<file path="config.mk">
export PLATFORM = sky130hd
export DESIGN_NAME = wb_dma_wb_mast_burst
export DESIGN_NICKNAME = d
export VERILOG_FILES = /design/src/rtl/wb_dma_wb_mast_burst.sv
export SDC_FILE = /design/constraint.sdc
export NUM_CORES = 1
export LEC_CHECK = 0
export CORE_AREA = 2 2 126 128
export CTS_BUF_LIST = sky130_fd_sc_hd__clkbuf_2 sky130_fd_sc_hd__clkbuf_4 sky130_fd_sc_hd__clkbuf_8
export DETAILED_ROUTE_END_ITERATION = 6
export DIE_AREA = 0 0 128 130
export DONT_BUFFER_PORTS = 1
export SYNTH_ARGS = -nofsm -noshare
export SYNTH_HDL_FRONTEND = slang
export SYNTH_SLANG_ARGS = --single-unit
export TNS_END_PERCENT = 50
</file>
<file path="constraint.sdc">
create_clock -name clk -period 8.9 [get_ports clk]
set_input_delay 1.78 -clock clk [delete_from_list [all_inputs] [get_ports clk]]
set_output_delay 1.78 -clock clk [all_outputs]
set_load 0.005 [all_outputs]
</file>
<file path="src/rtl/wb_dma_wb_mast_burst.sv">
// Burst-capable WISHBONE master for the DMA engine: address auto-increment, bounded
// retry, stalled-strobe watchdog, done/error status and an external-master pass-through.
module wb_dma_wb_mast_burst #(
    parameter int  DW        = 32,
    parameter int  AW        = 32,
    parameter int  BURST_MAX = 8,
    parameter int  RTY_MAX   = 4,
    parameter int  TOUT      = 255,
    localparam int LW        = $clog2(BURST_MAX + 1),
    localparam int SW        = DW / 8
) (
    input  logic                   clk,
    input  logic                   rst,
    input  logic [DW-1:0]          wb_data_i,
    output logic [DW-1:0]          wb_data_o,
    output logic [AW-1:0]          wb_addr_o,
    output logic [SW-1:0]          wb_sel_o,
    output logic                   wb_we_o,
    output logic                   wb_cyc_o,
    output logic                   wb_stb_o,
    input  logic                   wb_ack_i,
    input  logic                   wb_err_i,
    input  logic                   wb_rty_i,
    input  logic                   mast_go,
    input  logic                   mast_we,
    input  logic [AW-1:0]          mast_adr,
    input  logic [SW-1:0]          mast_sel,
    input  logic [LW-1:0]          mast_len,
    input  logic [DW-1:0]          mast_din,
    output logic [DW-1:0]          mast_dout,
    output logic                   mast_drdy,
    input  logic                   mast_wait,
    output logic                   mast_busy,
    output logic                   mast_done,
    output logic                   mast_err,
    output logic [1:0]             mast_err_code,
    input  logic                   pt_sel,
    input  logic [DW+AW+SW+2:0]    mast_pt_in,
    output logic [DW+2:0]          mast_pt_out
);

    localparam int RW = $clog2(RTY_MAX + 2);
    localparam int TW = $clog2(TOUT + 1);

    localparam logic [1:0] CODE_NONE = 2'd0;
    localparam logic [1:0] CODE_BUS  = 2'd1;
    localparam logic [1:0] CODE_RTY  = 2'd2;
    localparam logic [1:0] CODE_TOUT = 2'd3;

    typedef enum logic [1:0] {
        IDLE = 2'd0,
        BUS  = 2'd1,
        DONE = 2'd2,
        ERR  = 2'd3
    } state_t;

    state_t          state_q, state_d;
    logic            cyc_q, cyc_d;
    logic            stb_q, stb_d;
    logic            we_q, we_d;
    logic            busy_q, busy_d;
    logic            done_q, done_d;
    logic            err_q, err_d;
    logic [1:0]      code_q, code_d;
    logic [AW-1:0]   adr_q, adr_d;
    logic [SW-1:0]   sel_q, sel_d;
    logic [LW-1:0]   len_q, len_d;
    logic [LW-1:0]   beat_q, beat_d;
    logic [RW-1:0]   rty_q, rty_d;
    logic [TW-1:0]   tout_q, tout_d;
    logic [DW-1:0]   dout_q, dout_d;
    logic [LW-1:0]   len_req;
    logic            beat_ack;

    // Requests longer than the burst limit are clamped rather than rejected.
    assign len_req  = (mast_len > LW'(BURST_MAX)) ? LW'(BURST_MAX) : mast_len;
    assign beat_ack = (state_q == BUS) && stb_q && wb_ack_i && !wb_err_i && !wb_rty_i;

    always_comb begin
        state_d = state_q;
        cyc_d   = cyc_q;
        stb_d   = stb_q;
        we_d    = we_q;
        busy_d  = busy_q;
        done_d  = 1'b0;
        err_d   = 1'b0;
        code_d  = code_q;
        adr_d   = adr_q;
        sel_d   = sel_q;
        len_d   = len_q;
        beat_d  = beat_q;
        rty_d   = rty_q;
        tout_d  = tout_q;
        dout_d  = dout_q;

        case (state_q)
            IDLE: begin
                if (mast_go) begin
                    code_d = CODE_NONE;
                    beat_d = '0;
                    rty_d  = '0;
                    tout_d = '0;
                    if (mast_len == '0) begin
                        state_d = DONE;
                        done_d  = 1'b1;
                    end else begin
                        state_d = BUS;
                        adr_d   = mast_adr;
                        sel_d   = mast_sel;
                        we_d    = mast_we;
                        len_d   = len_req;
                        cyc_d   = 1'b1;
                        stb_d   = !mast_wait;
                        busy_d  = 1'b1;
                    end
                end
            end

            BUS: begin
                stb_d  = !mast_wait;
                tout_d = '0;
                if (stb_q) begin
                    if (wb_err_i) begin
                        state_d = ERR;
                        cyc_d   = 1'b0;
                        stb_d   = 1'b0;
                        busy_d  = 1'b0;
                        err_d   = 1'b1;
                        code_d  = CODE_BUS;
                    end else if (wb_rty_i) begin
                        // A retried beat always leaves one idle strobe cycle before reissue.
                        stb_d = 1'b0;
                        if (rty_q == RW'(RTY_MAX)) begin
                            state_d = ERR;
                            cyc_d   = 1'b0;
                            busy_d  = 1'b0;
                            err_d   = 1'b1;
                            code_d  = CODE_RTY;
                        end else begin
                            rty_d = rty_q + RW'(1);
                        end
                    end else if (wb_ack_i) begin
                        if (!we_q) begin
                            dout_d = wb_data_i;
                        end
                        adr_d  = adr_q + AW'(SW);
                        beat_d = beat_q + LW'(1);
                        rty_d  = '0;
                        if (beat_q + LW'(1) == len_q) begin
                            state_d = DONE;
                            cyc_d   = 1'b0;
                            stb_d   = 1'b0;
                            busy_d  = 1'b0;
                            done_d  = 1'b1;
                        end
                    end else if (tout_q == TW'(TOUT - 1)) begin
                        state_d = ERR;
                        cyc_d   = 1'b0;
                        stb_d   = 1'b0;
                        busy_d  = 1'b0;
                        err_d   = 1'b1;
                        code_d  = CODE_TOUT;
                    end else begin
                        tout_d = tout_q + TW'(1);
                    end
                end
            end

            DONE: state_d = IDLE;

            ERR: state_d = IDLE;

            default: state_d = IDLE;
        endcase
    end

    always_ff @(posedge clk or posedge rst) begin
        if (rst) begin
            state_q <= IDLE;
            cyc_q   <= 1'b0;
            stb_q   <= 1'b0;
            we_q    <= 1'b0;
            busy_q  <= 1'b0;
            done_q  <= 1'b0;
            err_q   <= 1'b0;
            code_q  <= CODE_NONE;
            adr_q   <= '0;
            sel_q   <= '0;
            len_q   <= '0;
            beat_q  <= '0;
            rty_q   <= '0;
            tout_q  <= '0;
            dout_q  <= '0;
        end else begin
            state_q <= state_d;
            cyc_q   <= cyc_d;
            stb_q   <= stb_d;
            we_q    <= we_d;
            busy_q  <= busy_d;
            done_q  <= done_d;
            err_q   <= err_d;
            code_q  <= code_d;
            adr_q   <= adr_d;
            sel_q   <= sel_d;
            len_q   <= len_d;
            beat_q  <= beat_d;
            rty_q   <= rty_d;
            tout_q  <= tout_d;
            dout_q  <= dout_d;
        end
    end

    // Write data is not registered: the source advances mast_din on each drdy edge.
    assign {wb_data_o, wb_addr_o, wb_sel_o, wb_we_o, wb_cyc_o, wb_stb_o} =
        pt_sel ? mast_pt_in : {mast_din, adr_q, sel_q, we_q, cyc_q, stb_q};

    assign mast_pt_out   = {wb_data_i, wb_ack_i, wb_err_i, wb_rty_i};
    assign mast_dout     = dout_q;
    assign mast_drdy     = beat_ack;
    assign mast_busy     = busy_q;
    assign mast_done     = done_q;
    assign mast_err      = err_q;
    assign mast_err_code = code_q;

endmodule

</file>
After elaboration in Yosys (flattened, before gate mapping)
Cells that the tools add are included.
- add/sub/neg operators: 4
- $lt $le $gt $ge: 1
- eq/ne operators: 19
- muxes and demuxes: 80
- bitwise logic cells: 4
- reduce and logical (&&, ||, !) cells: 21
- operators with widths (cell ; count):
    two-way mux 32 bit ; 6
    two-way mux 71 bit ; 1
    case mux 32 bit (2 select lines) ; 1
    two-way mux 8 bit ; 6
    adder 32 x 3 -> 32 bit, second input constant ; 1
    two-way mux 1 bit ; 31
    two-way mux 2 bit ; 15
    two-way mux 4 bit ; 6
    AND reduction 6 bit ; 4
    two-way mux 3 bit ; 6
    case mux 8 bit (2 select lines) ; 1
    AND reduction 7 bit ; 2
    != test 2 bit, second input constant ; 6
    != test 5 x 4 -> 1 bit, second input constant ; 2
    adder 8 x 1 -> 8 bit, second input constant ; 1
    == test 8 bit, second input constant ; 1
    != test 4 x 3 -> 1 bit, second input constant ; 2
    case mux 4 bit (2 select lines) ; 1
    != test 3 bit, second input constant ; 2
    case mux 1 bit (2 select lines) ; 3
    case mux 2 bit (3 select lines) ; 1
    case mux 3 bit (2 select lines) ; 1
    AND reduction 3 bit ; 2
    AND reduction 5 bit ; 1
    17 further kinds ; 26
- register bits after elaboration: 96
- input bits: 184
- output and inout port bits: 144
- word-level logic and storage cells: 143

Depth between registers and ports, before layout
- word-level depth: 8
- depth in mapped cells: 8

Worst setup path before layout
Ideal clock, no wire load.
- kind: in2out
- from: in pt_sel
- to: out wb_addr_o[19]
- arrival: 2806 ps
- data required time: 7120 ps
- setup slack: 4314 ps
- stages: 3
- path buffers: 2
- cell sequence: clkbuf_1 > clkbuf_1 > mux2_2
- cells in the longest elaborated chain, start to end: 1
- ends and longest elaborated chain (what ; RTL line ; RTL):
    start, declared ; 37 ; input logic pt_sel,
    two-way mux 71 bit ; 215 ; pt_sel ? mast_pt_in : {mast_din, adr_q, sel_q, we_q, cyc_q, stb_q};
    end, declared ; 16 ; output logic [AW-1:0] wb_addr_o,
No other way between the ends.

Worst setup path after layout
- from: in wb_err_i
- to: out mast_drdy
- cells in the longest elaborated chain, start to end: 3
- ends and longest elaborated chain (what ; RTL line ; RTL):
    start, declared ; 22 ; input logic wb_err_i,
    logical NOT 1 bit ; 77 ; assign beat_ack = (state_q == BUS) && stb_q && wb_ack_i && !wb_err_i && !wb_rty_i;
    logical AND 1 bit (2 in series) ; 77 ;
    end, declared ; 31 ; output logic mast_drdy,
No other way between the ends.

==> impl_metrics.env <==
export IMPL_synth_edf_count=0
export IMPL_worstSetupPathType="primary input to output port"
export IMPL_syn_inst=601
export IMPL_worstMarginPinSlew_ns=1.11
export IMPL_muxShareOfSynthArea_pct=19.8
export IMPL_dr_first_iter_drc_count=375
export IMPL_wl_per_cell_um=23.5
export IMPL_synth_top_cell_by_area="dfrtp_1"
export IMPL_yosys_top_cells_area="dfrtp_1 40%, mux2_2 20%, buf_4 4.5%"
export IMPL_die_h_um=130
export IMPL_core_um2=15400
export IMPL_place_gp_congestion=0.837
export IMPL_overflow=0
export IMPL_placementRows=46
export IMPL_drtPass1Iterations=7
export IMPL_worst_path_max_delay_cell="nor3b_1"
export IMPL_ios=328
export IMPL_hold_end="adr_q[1]"
export IMPL_synth_xor_area_share_pct=1.72
export IMPL_start_util_pct=38.6
export IMPL_cap_viol_max_count=0
export IMPL_antenna_found_initial=2
export IMPL_p_leak_nw=2.43
export IMPL_fin_ws_ns=4.51
export IMPL_power_density_nw_per_um2=295
export IMPL_layout_commonest_cell="mux2_2"
export IMPL_syn_nets=791
export IMPL_grt_pass1_wl_um=25000
export IMPL_nets=735
export IMPL_slew_headroom_pct=25.7
export IMPL_cts_max_path_buffers=2
export IMPL_seq_power_share_pct=44.3
export IMPL_p_int_w=0.00103
export IMPL_numClockSinks=96
export IMPL_ys_seq_elements=96
export IMPL_drtAntennaViolNets=0
export IMPL_syn_area_um2=5960
export IMPL_wirelength_um=17400
export IMPL_ctsHoldBuffers=0
export IMPL_yosysTopAreaCellShare_pct=40.3
export IMPL_synthToLayoutAreaGrowth_pct=0.693
export IMPL_cts_tree="built"
export IMPL_postCtsSetupBuffers=0
export IMPL_status="completed"
export IMPL_crit_fanout=9
export IMPL_clock_fmax_mhz=228
export IMPL_cp_data_arrival_time_ns=2.61
export IMPL_path_clk_slew_ns=0.10
export IMPL_postSynth_asyncResetShare_pct=100
export IMPL_switching_power_w=0.000742
export IMPL_grt_max_degree=76
export IMPL_r2r_start="state_q[0]"
export IMPL_synth_top_family_by_area="multiplexers"
export IMPL_fin_crit_sh_pct=49.3
export IMPL_worstSetupStartpointType="primary input"
export IMPL_cp_cell_sequence="nor3b_1 > nand2_1 > inv_1"
export IMPL_post_route_min_period_ns=4.39
export IMPL_finClkSkew_ns=0.0100
export IMPL_clock_latency_ns=0.37
export IMPL_n_antenna_cell=0
export IMPL_ys_warn_count=0
export IMPL_end_kind="output port"
export IMPL_pwr_share_comb_pct=39.2
export IMPL_pwr_share_clk_pct=16.5
export IMPL_drc_errors=0
export IMPL_synthFlopType="dfrtp_1"
export IMPL_viasPerCell=6.12
export IMPL_grtUsageTotal_pct=20.1
export IMPL_yosys_area_share_adder_pct=1.26
export IMPL_r2r_end="adr_q[8]"
export IMPL_rr_worst_depth=5
export IMPL_worstHoldPathCells=2
export IMPL_synth_compound_area_share_pct=15.5
export IMPL_synth_cell_type_count=64
export IMPL_die_area_um2=16600
export IMPL_synth_yosys_seq_area_share_pct=40.3
export IMPL_grt_setup_unrepaired="false"
export IMPL_layout_cells_most_common_list="104 x mux2_2, 96 x dfrtp_1, 56 x nand2_1"
export IMPL_final_area_um2=6000
export IMPL_hold_viol_final=0
export IMPL_place_ws_ns=4.55
export IMPL_dp_hpwl_um=13100
export IMPL_clockRootBuffer="clkbuf_8"
export IMPL_cp_required_ns=7.12
export IMPL_htree_levels=3
export IMPL_rrSetupSlack_ns=6.27
export IMPL_cts_buffers=9
export IMPL_maxSlewViolCount=0
export IMPL_drive_gt1_share_pct=24.5
export IMPL_hold_class="flip-flop to flip-flop"
export IMPL_ir_drop_mv=0.134
export IMPL_io_buffers=0
export IMPL_synth_simple_area_share_pct=13.5
export IMPL_worstHoldStart="adr_q[1]"
export IMPL_avgSynthCellArea_um2=9.91
export IMPL_setup_viol=0
export IMPL_dpl_cell_area_um2=5800
export IMPL_grt_pass1_vias=4215
export IMPL_cp_slowest_stage_delay_ns=0.39
export IMPL_vias=4541
export IMPL_setup_tns_ns=0
export IMPL_fillers=1511
export IMPL_die_width_um=128
export IMPL_cts_resized=0
export IMPL_netSwitchingFraction_pct=42.0
==> area by class of cell <==
cell class              count  area, µm²  share of cell area [%]
multi-input cells         424       3090                    51.5
repair buffers              4       30.0                   0.501
clock inverters             6       57.6                   0.959
clock buffers              10        138                    2.29
inverters                  10       40.0                   0.667
flip-flops and latches     96       2400                    40.0
well taps                 192        240                    4.00
==> power by group through the flow <==
stage | Clock, W | Combinational [W] | Sequential (W)
2_1_floorplan | 0 | 0.000612 | 0.000722
3_3_place_gp | 0 | 0.000677 | 0.000785
3_5_place_dp | 0 | 0.000696 | 0.000794
4_1_cts | 0.000305 | 0.000699 | 0.000784
5_1_grt | 0.000319 | 0.000775 | 0.000809
6_report | 0.000292 | 0.000692 | 0.000783
==> per-layer routing <==
| metal | vias to the layer above | wire length (µm) | GRT usage, % |
|---|---|---|---|
| met3 | 20 | 1180 | 4.55 |
| met5 | - | 0 | 0 |
| met1 | 2245 | 6730 | 23.3 |
| met4 | 0 | 282 | 6.33 |
| li1 | 2041 | - | - |
| met2 | 235 | 9240 | 36.9 |
==> through the flow <==
step                utilization, %  hold WS, ns  std cells  total power, W
floorplan                        -        0.446        601         0.00133
global placement              37.6        0.464        726         0.00146
detailed placement            37.6        0.478        726         0.00149
CTS                           38.9        0.503        742         0.00179
global route                  38.9        0.521        742         0.00190
finish                        38.9        0.496        742         0.00177
==> cell families (layout without fill, tap and decap cells) <==
| logic type | after synthesis | after routing |
|---|---|---|
| DFF | 96 | 96 |
| muxes | 105 | 105 |
| adders and majority gates | 6 | 6 |
| buffers and inverters | 81 | 30 |
| AOI/OAI and AO/OA | 142 | 142 |
| xor gates and xnor gates | 10 | 10 |
| and+or+nand+nor | 161 | 161 |
==> registers in the layout, indices dropped and copies added (netlist names) <==
signal,cells
adr_q,32
beat_q,4
len_q,4
mast_busy,1
mast_done,1
mast_dout,32
mast_err,1
mast_err_code,2
rty_q,3
sel_q,4
state_q,2
stb_q,1
tout_q,8
we_q,1
==> synth_stat cells (8+ instances only) <==
cell type / n
a21oi_1: 32
a2bb2oi_1: 11
and3_1: 9
buf_2: 12
buf_4: 36
clkbuf_1: 18
dfrtp_1: 96
inv_1: 10
mux2_2: 104
nand2_1: 56
nand3_1: 21
nand4_1: 9
nor2_1: 29
nor3_1: 8
o21ai_0: 45
o22ai_1: 12
==> critical path, delay by kind of cell <==
kind	cells	cell delay (ns)
and+or+nand+nor	2	0.64
buffers and inverters	1	0.19
==> how the worst max path moves through the flow <==
stage             start       endpoint  cells after the start  slack [ns]
2_1_floorplan    pt_sel  wb_addr_o[19]                      3        4.31
4_1_cts        wb_err_i      mast_drdy                      3        4.53
3_3_place_gp   wb_err_i      mast_drdy                      3        4.58
3_5_place_dp   wb_err_i      mast_drdy                      3        4.55
6_report       wb_err_i      mast_drdy                      3        4.51
5_1_grt        wb_err_i      mast_drdy                      3        4.41
Power figures use the tool's default switching activity.
